**src/rtl/step_motor_pkg.sv**
```systemverilog
// Shared types and constants for the two-phase stepper phase sequencer.
package step_motor_pkg;

  typedef enum logic [1:0] {
    IDLE  = 2'd0,
    RUN   = 2'd1,
    FAULT = 2'd2
  } state_e;

  localparam int MIN_PERIOD = 2;

  // Coil pattern per phase index, packed as {AX, AY, BX, BY}
  localparam logic [3:0] PHASE_TABLE [8] = '{
    4'b1000, 4'b1010, 4'b0010, 4'b0110,
    4'b0100, 4'b0101, 4'b0001, 4'b1001
  };

endpackage

```
**src/rtl/step_rate_timer.sv**
```systemverilog
// Loadable down-counter; tc flags the clock on which an enabled count sits at zero.
module step_rate_timer #(
  parameter int PER_W = 24
) (
  input  logic             clk,
  input  logic             reset,
  input  logic             load,
  input  logic [PER_W-1:0] load_val,
  input  logic             en,
  output logic             tc
);

  logic [PER_W-1:0] count_q, count_d;

  always_comb begin
    count_d = count_q;
    if (load) begin
      count_d = load_val;
    end else if (en && (count_q != '0)) begin
      count_d = count_q - PER_W'(1);
    end
  end

  always_ff @(posedge clk) begin
    if (reset) begin
      count_q <= '0;
    end else begin
      count_q <= count_d;
    end
  end

  assign tc = en && (count_q == '0);

endmodule

```
**src/rtl/step_motor_sequencer.sv**
```systemverilog
// Coil-phase sequencer for one stepper axis: half/full stepping, signed position,
// graceful stop and a latched driver-fault abort.
module step_motor_sequencer
  import step_motor_pkg::*;
#(
  parameter int STEPS_W = 16,
  parameter int PER_W   = 24,
  parameter int POS_W   = 32
) (
  input  logic                    clk,
  input  logic                    reset,
  input  logic                    start,
  input  logic                    dir,
  input  logic                    half_step,
  input  logic [STEPS_W-1:0]      steps,
  input  logic [PER_W-1:0]        period,
  input  logic                    hold_en,
  input  logic                    stop,
  input  logic                    fault_n,
  input  logic                    clear_fault,
  output logic                    AX,
  output logic                    AY,
  output logic                    BX,
  output logic                    BY,
  output logic                    busy,
  output logic                    done,
  output logic                    fault_latched,
  output logic signed [POS_W-1:0] position,
  output logic [2:0]              phase_idx
);

  state_e                  state_q, state_d;
  logic                    sync1_q, sync2_q;
  logic                    dir_q, dir_d, half_q, half_d;
  logic [STEPS_W-1:0]      remain_q, remain_d;
  logic [PER_W-1:0]        per_q, per_d, per_eff;
  logic [2:0]              phase_q, phase_d;
  logic signed [POS_W-1:0] pos_q, pos_d;
  logic [3:0]              coil_q, coil_d;
  logic                    busy_q, busy_d, done_q, done_d, flt_q, flt_d;
  logic                    tmr_load, tmr_en, tmr_tc;
  logic [PER_W-1:0]        tmr_val;
  logic [1:0]              step_amt;

  assign per_eff = (period < PER_W'(MIN_PERIOD)) ? PER_W'(MIN_PERIOD) : period;
  assign tmr_en  = (state_q == RUN);

  // An even index in full-step mode takes a single half step to reach the two-coil (odd) positions
  assign step_amt = (half_q || !phase_q[0]) ? 2'd1 : 2'd2;

  step_rate_timer #(.PER_W(PER_W)) u_timer (
    .clk      (clk),
    .reset    (reset),
    .load     (tmr_load),
    .load_val (tmr_val),
    .en       (tmr_en),
    .tc       (tmr_tc)
  );

  always_comb begin
    state_d  = state_q;
    dir_d    = dir_q;
    half_d   = half_q;
    remain_d = remain_q;
    per_d    = per_q;
    phase_d  = phase_q;
    pos_d    = pos_q;
    done_d   = 1'b0;
    tmr_load = 1'b0;
    tmr_val  = per_q - PER_W'(1);

    if (!sync2_q) begin
      state_d = FAULT;
    end else begin
      case (state_q)
        IDLE: begin
          if (start) begin
            dir_d    = dir;
            half_d   = half_step;
            remain_d = steps;
            per_d    = per_eff;
            tmr_load = 1'b1;
            tmr_val  = per_eff - PER_W'(1);
            if (steps == '0) begin
              done_d = 1'b1;
            end else begin
              state_d = RUN;
            end
          end
        end
        RUN: begin
          if (stop) begin
            state_d = IDLE;
            done_d  = 1'b1;
          end else if (tmr_tc) begin
            phase_d  = dir_q ? phase_q + 3'(step_amt) : phase_q - 3'(step_amt);
            pos_d    = dir_q ? pos_q + POS_W'(step_amt) : pos_q - POS_W'(step_amt);
            remain_d = remain_q - STEPS_W'(1);
            tmr_load = 1'b1;
            if (remain_q == STEPS_W'(1)) begin
              state_d = IDLE;
              done_d  = 1'b1;
            end
          end
        end
        FAULT: begin
          if (clear_fault) begin
            state_d = IDLE;
          end
        end
        default: state_d = IDLE;
      endcase
    end

    busy_d = (state_d == RUN);
    flt_d  = (state_d == FAULT);
    coil_d = ((state_d == RUN) || ((state_d == IDLE) && hold_en)) ? PHASE_TABLE[phase_d] : 4'b0000;
  end

  always_ff @(posedge clk) begin
    if (reset) begin
      state_q <= IDLE;
      phase_q <= '0;
      pos_q   <= '0;
      coil_q  <= '0;
      busy_q  <= 1'b0;
      done_q  <= 1'b0;
      flt_q   <= 1'b0;
      sync1_q <= 1'b1;
      sync2_q <= 1'b1;
    end else begin
      state_q <= state_d;
      phase_q <= phase_d;
      pos_q   <= pos_d;
      coil_q  <= coil_d;
      busy_q  <= busy_d;
      done_q  <= done_d;
      flt_q   <= flt_d;
      sync1_q <= fault_n;
      sync2_q <= sync1_q;
    end
  end

  // Move parameters are only read while RUN, after a start has loaded them
  always_ff @(posedge clk) begin
    dir_q    <= dir_d;
    half_q   <= half_d;
    remain_q <= remain_d;
    per_q    <= per_d;
  end

  assign AX            = coil_q[3];
  assign AY            = coil_q[2];
  assign BX            = coil_q[1];
  assign BY            = coil_q[0];
  assign busy          = busy_q;
  assign done          = done_q;
  assign fault_latched = flt_q;
  assign position      = pos_q;
  assign phase_idx     = phase_q;

endmodule

```
**config.mk**
```make
export PLATFORM = sky130hd
export DESIGN_NAME = step_motor_sequencer
export DESIGN_NICKNAME = d
export VERILOG_FILES = /design/src/rtl/step_motor_pkg.sv /design/src/rtl/step_rate_timer.sv /design/src/rtl/step_motor_sequencer.sv
export SDC_FILE = /design/constraint.sdc
export NUM_CORES = 1
export LEC_CHECK = 0
export BUFFER_PORTS_ARGS = -buffer_cell sky130_fd_sc_hd__buf_2
export CELL_PAD_IN_SITES_DETAIL_PLACEMENT = 1
export CELL_PAD_IN_SITES_GLOBAL_PLACEMENT = 2
export CORE_UTILIZATION = 30
export DETAILED_ROUTE_END_ITERATION = 6
export GPL_ROUTABILITY_DRIVEN = 0
export PLACE_DENSITY = 0.79
export SYNTH_ARGS = -nofsm -noshare
export SYNTH_HDL_FRONTEND = slang
export SYNTH_SLANG_ARGS = --single-unit
export TNS_END_PERCENT = 100
```
**constraint.sdc**
```tcl
create_clock -name clk -period 7.7 [get_ports clk]
set_input_delay 1.54 -clock clk [delete_from_list [all_inputs] [get_ports clk]]
set_output_delay 1.54 -clock clk [all_outputs]
set_load 0.005 [all_outputs]
```
==> results.cfg, run 1 <==
[drt]
antenna_left = 0
drtPass1Iterations = 4
drt-total-wl_um = 21700
vias_per_cell = 5.22
drt-initial-drc-count = 205
routedWlPerCell_um = 17.1
remaining_drc_errors = 0
via_count = 6605

[min_path]
hold_start = sync1_q
hold_class = reg2reg

[grt]
grt_pass1_vias = 6552
grt_start_max_net_pins = 59
grt_pass1_wl_um = 34800
grt_usage_pct = 16.9
antenna_found_initial = 0
grt_overflow = 0

[setup_path]
worstSetupEndpointType = register
reg2reg_depth = 10
reg2reg_slack_ps = 3630
crit_arrival_ps = 5360
cp_top_family = simple AND/OR/NAND/NOR gates
cp-start-kind = input port
worstSetupEndpoint = u_timer.count_q[22]
cp_slowest_cell = or4_1
cp_max_fo = 7
required_ps = 7990
critPathMaxStageDelay_ps = 620
worstPathCellList = buf_2, or4_1, or4_4, nor3_1, nand2b_1, ha_1, nand2b_1, or4_1, or3_1, nor4_2, xor2_1, a22oi_1, a21oi_1
path_buf_inv = 1
crit_start = period[19]
path_class = in2reg
timing.rr.start = u_timer.count_q[9]
crit_cells = 13
reg2reg_to = u_timer.count_q[21]

[finish]
antennaDiodeCount = 0
layout_commonest_cell = nand2_1
final_cell_mix = 103 x nand2_1, 90 x buf_2, 74 x a21oi_1
drive_gt1_share_pct = 14.6
area_growth_pct = 12.7
nNetsFinal = 1025
final_area_mm2 = 0.00844

[sta]
worst_slack_ps = 2630
max_slew_margin_pct = 25.8
worst_slew_pin_slew_ps = 1110
period_needed_ps = 5070
fin_worst_skew_ps = 17.7
hold_violations = 0
fin_crit_sh_pct = 65.9
fin_tns_setup_ps = 0
setup_viol = 0
rsz0062_at_grt = no
fmax_mhz = 197
drv_slew = 0

[logic_synthesis]
ys_ff_latch = 112
yosysWarningCount = 0
ys_seq_area_share_pct = 35.5
syn_area_mm2 = 0.00749
ys_async_sr_fraction_pct = 0
synthCells = 887
yosys_most_used_dff = dfxtp_1
ys_types = 75
synth_edf_count = 42
syn-num-nets = 975
avgSynthCellArea_um2 = 8.45

[placement]
io_buffer_count = 90
placed_area_mm2 = 0.00815
place_ws_ps = 2240
hpwl_um = 16200

[die]
rows = 57
core_area_mm2 = 0.0244
die_x_um = 160
die_y_um = 160
initial_core_util_pct = 30.7
ios = 91
die_area_mm2 = 0.0256

[clock_network]
holdBufCountCts = 0
clk_path_buf_depth = 2
cts_resized = 0
cts_root_buf = clkbuf_16
clock_sinks = 112
clkLatencyLatePin_ps = 370
post_cts_buffers = 0
cts_tree = done
clk_pin_slew_ps = 80
htree_levels = 3
cts_buffers = 9

[power_and_ir_drop]
powerDensity_mw_per_mm2 = 166
irDropWorstVdd_mv = 0.0892
leakage_nw = 3.25
p_total_mw = 1.40

[flow_run]
drv_cap = 0

[outcome]
status = complete, no violations
==> metrics by stage <==
| stage | instances | utilization [%] | hold WS, ps |
|---|---|---|---|
| after floorplan | 887 | - | 389 |
| after global placement | 1250 | 33.4 | 392 |
| after detailed placement | 1250 | 33.4 | 403 |
| after CTS | 1266 | 34.6 | 420 |
| after global routing | 1266 | 34.6 | 440 |
| final | 1266 | 34.6 | 421 |
==> kinds of logic after synthesis <==
kind of cell	after synthesis	synth area share, %
AND/OR/NAND/NOR	342	23.3
XOR/XNOR	92	10.8
multiplexers	4	0.551
AO/OA/AOI/OAI	215	18.6
adder cells (fa/ha/maj)	39	6.71
flip-flops	112	35.5
buffers and inverters	83	4.51
==> worst reg2reg max path: stages, from the launching register on <==
cell	delay, ps
dfxtp_1	370
nor4_1	600
nor4b_4	470
nand2_2	160
nor2_4	860
nor2_2	470
inv_2	550
a211oi_1	110
a31oi_1	160
o211ai_1	110
a21oi_1	130
==> sequential cells by signal, indices dropped and copies added (netlist names) <==
signal	flops
position	32
per_q	24
u_timer.count_q	24
remain_q	16
coil_q	4
phase_idx	3
state_q	2
busy	1
dir_q	1
done	1
fault_latched	1
half_q	1
sync1_q	1
sync2_q	1
==> per-layer routing <==
metal	global-route usage [%]	up-vias	share of wire [%]
met3	2.23	15	2.5
met4	4.94	0	1.4
met2	26.1	78	44
met5	0	-	0
met1	24.5	3189	52
li1	-	3323	-
==> synthesized netlist by cell type (3+ instances only) <==
master,instances,area [um2]
nand2_1,103,387
a21oi_1,74,370
dfxtp_1,70,1400
nor2_1,69,259
xnor2_1,55,482
clkbuf_1,46,173
nor3_1,44,220
edfxtp_1,42,1260
o21ai_0,39,195
ha_1,37,463
xor2_1,37,324
inv_1,24,90.1
a211oi_1,23,173
nand3_1,21,105
nor4_1,20,125
or3_1,15,93.8
a21o_1,12,90.1
nand2b_1,10,62.6
or4_1,10,75.1
a221oi_1,8,70.1
o211ai_1,8,60.1
a31oi_1,7,43.8
nand4_1,7,43.8
buf_2,5,25.0
o22ai_1,5,31.3
or4_4,5,56.3
and2_1,4,25.0
and3_1,4,25.0
nand3b_1,4,30.0
nor4_2,4,50.1
nor4b_1,4,35.0
o21bai_1,4,30.0
o221ai_1,4,35.0
or2_2,4,25.0
a311o_1,3,30.0
mux2i_1,3,30.0
nor2b_1,3,18.8
o41ai_1,3,26.3
==> worst min path at each step <==
stage,endpoint,slack [ps],cells after the start
floorplan,sync2_q,390,1
global placement,sync2_q,390,1
detailed placement,sync2_q,400,1
CTS,sync2_q,420,1
global route,sync2_q,440,1
finish,sync2_q,420,1
==> report_power, final <==
| group | total [mW] | switching, mW | leakage (nW) | internal (mW) |
|---|---|---|---|---|
| registers | 0.687 | 0.0333 | 0.970 | 0.653 |
| clock network | 0.485 | 0.255 | 0.147 | 0.230 |
| logic | 0.226 | 0.139 | 2.13 | 0.0869 |
==> area by class of cell <==
type / instances / area (um2)
inverter: 27 / 101
sequential: 112 / 2660
fill: 2961 / 15900
multi-input combinational: 692 / 4490
tap: 324 / 405
clock inverter: 7 / 70.1
clock buffer: 9 / 225
timing repair buffer: 95 / 488
No activity file was read; power rests on OpenSTA's default activity.
==> run 2: changes to the inputs <==
- ABC_AREA: not set -> 1
- PLACE_DENSITY: 0.79 -> 0.86
- clock period: 7.7 -> 4.2 ns (I/O delays scaled with it)
==> run 2 against run 1 <==
  * Final cell count increased by 35%
  * Via count rose by 30%
  * Synthesized cell count up 43%
  * Power rose by 110%
  * Sequential cell count stayed put
  * Register-to-register slack worse by 2400 ps
  * Largest power group unchanged
==> results.cfg, run 2 <==
[logic_synthesis]
netlist_top_cells_area = dfxtp_1 17%, edfxtp_1 15%, nand2_1 11%, nor2_1 8.8%, inv_1 6.1%
synth_common_cells = 253 x nand2_1, 197 x nor2_1, 138 x inv_1
ys_seq_area_share_pct = 31.5
synth.most_common_cell = nand2_1
syn-num-nets = 1354
synth_top_area_share_pct = 16.6
yosys_most_used_dff = dfxtp_1
synth_top_cell_by_area = dfxtp_1
ys_types = 47
yosysWarningCount = 0
ys_ff_latch = 112
synth_edf_count = 42
syn_area_mm2 = 0.00845
synthCells = 1266
ys_async_sr_fraction_pct = 0
avgSynthCellArea_um2 = 6.67

[finish]
layout_commonest_cell = nand2_1
nNetsFinal = 1412
area_growth_pct = 12.8
final_area_mm2 = 0.00953
largest_register_ffs = 32
fill_cells = 3608
drive_gt1_share_pct = 11.1
antennaDiodeCount = 0
final_cell_mix = 253 x nand2_1, 196 x nor2_1, 138 x inv_1

[drt]
vias_per_cell = 5.02
drt-total-wl_um = 28400
drtPass1Iterations = 5
routedWlPerCell_um = 16.6
antenna_left = 0
drt-initial-drc-count = 468
remaining_drc_errors = 0
via_count = 8564

[sta]
drv_slew = 0
worst_slew_pin_slew_ps = 837
setup_viol = 0
fin_crit_sh_pct = 71.5
fin_tns_setup_ps = 0
rsz0062_at_grt = no
fin_worst_skew_ps = 22.7
max_slew_margin_pct = 44.1
period_needed_ps = 3000
fmax_mhz = 333
hold_violations = 0

[clock_network]
clk_path_buf_depth = 2
cts_tree = done
post_cts_buffers = 0
clock_sinks = 112
cts_resized = 0
holdBufCountCts = 0
clk_pin_slew_ps = 100
cts_buffers = 9
htree_levels = 3
clkLatencyLatePin_ps = 380
cts_root_buf = clkbuf_16

[setup_path]
cp_max_fo = 5
crit_arrival_ps = 3310
worstSetupEndpointType = register
cp-start-kind = input port
path_class = in2reg
required_ps = 4510

[power_and_ir_drop]
p_total_mw = 2.97
powerDensity_mw_per_mm2 = 312
irDropWorstVdd_mv = 0.176
leakage_nw = 4.38

[grt]
grt_pass1_vias = 8787
antenna_found_initial = 0
grt_pass1_wl_um = 46100
grt_start_max_net_pins = 43
grt_overflow = 0
grt_usage_pct = 20.2

[die]
die_x_um = 170
ios = 91
die_y_um = 170
die_area_mm2 = 0.0288
rows = 61
initial_core_util_pct = 30.4
core_area_mm2 = 0.0278

[outcome]
status = complete, no violations

[flow_run]
drv_cap = 0

[placement]
placed_area_mm2 = 0.00920
hpwl_um = 22200
io_buffer_count = 90

[min_path]
hold_class = reg2reg
-- run 2: cell count changes in the layout (fill, tap and decap cells not counted), moves of 33 or more --
cell,before,now
nand2_1,103,253
xnor2_1,55,22
nand3_1,21,92
inv_1,24,138
o21ai_0,39,96
nor2_1,69,196
-- run 2: report_power, final --
group | internal [mW] | leakage, nW | total, mW | switching, mW
Sequential | 1.21 | 0.971 | 1.29 | 0.0807
Combinational | 0.227 | 3.25 | 0.694 | 0.466
Clock | 0.491 | 0.160 | 0.985 | 0.494
Total | 1.93 | 4.38 | 2.97 | 1.04
-- run 2: kinds of logic after synthesis --
kind of cell	after synthesis	synth area share [%]
compound gates	240	15.9
xor+xnor	55	5.70
fa+ha+maj	39	5.95
buf+inv	192	8.96
flops	112	31.5
simple gates	628	32.0
-- run 2: layer usage --
metal	GRT usage [%]	wire (um)	share of wire, %
met2	36.3	13900	49
met4	4.31	317	1.1
met3	1.81	513	1.8
met5	0	0	0
met1	26.2	13700	48
-- run 2: area by class of cell --
| cell class | instances | area [um2] | area share (%) |
|---|---|---|---|
| timing repair buffer | 95 | 488 | 5.12 |
| sequential | 112 | 2660 | 27.9 |
| tap | 378 | 473 | 4.96 |
| multi-input combinational | 962 | 5040 | 52.9 |
| clock inverter | 7 | 103 | 1.08 |
| inverter | 144 | 541 | 5.67 |
| clock buffer | 9 | 225 | 2.36 |
-- run 2: stage by stage --
stage,std cells,util (%),hold WS (ps),worst slack [ps]
2_1_floorplan,1266,-,389,1540
6_report,1707,34.3,417,1200
3_5_place_dp,1691,33.1,401,822
4_1_cts,1707,34.3,421,1200
3_3_place_gp,1691,33.1,394,940
5_1_grt,1707,34.3,428,904
-- run 2: critical path: stages --
cell	delay, ps
buf_2	130
nor2_1	170
nand2_1	100
nor2_1	130
nand3_1	190
nand2_1	180
ha_1	200
nand2_1	110
nor2_1	260
nand2_1	160
nor2_1	110
inv_1	60
nor3_1	210
a21oi_1	100
o21ai_0	110
nand3_1	90
a21oi_1	150
-- run 2: path summary, 6_finish.rpt --
kind	from	end	slack, ps	cells past startpoint
worst max-delay path	period[19]	u_timer.count_q[18]	1200	17
worst min-delay path	sync1_q	sync2_q	420	1
worst max register to register	dir_q	position[28]	1220	15
worst min register to register	sync1_q	sync2_q	420	1
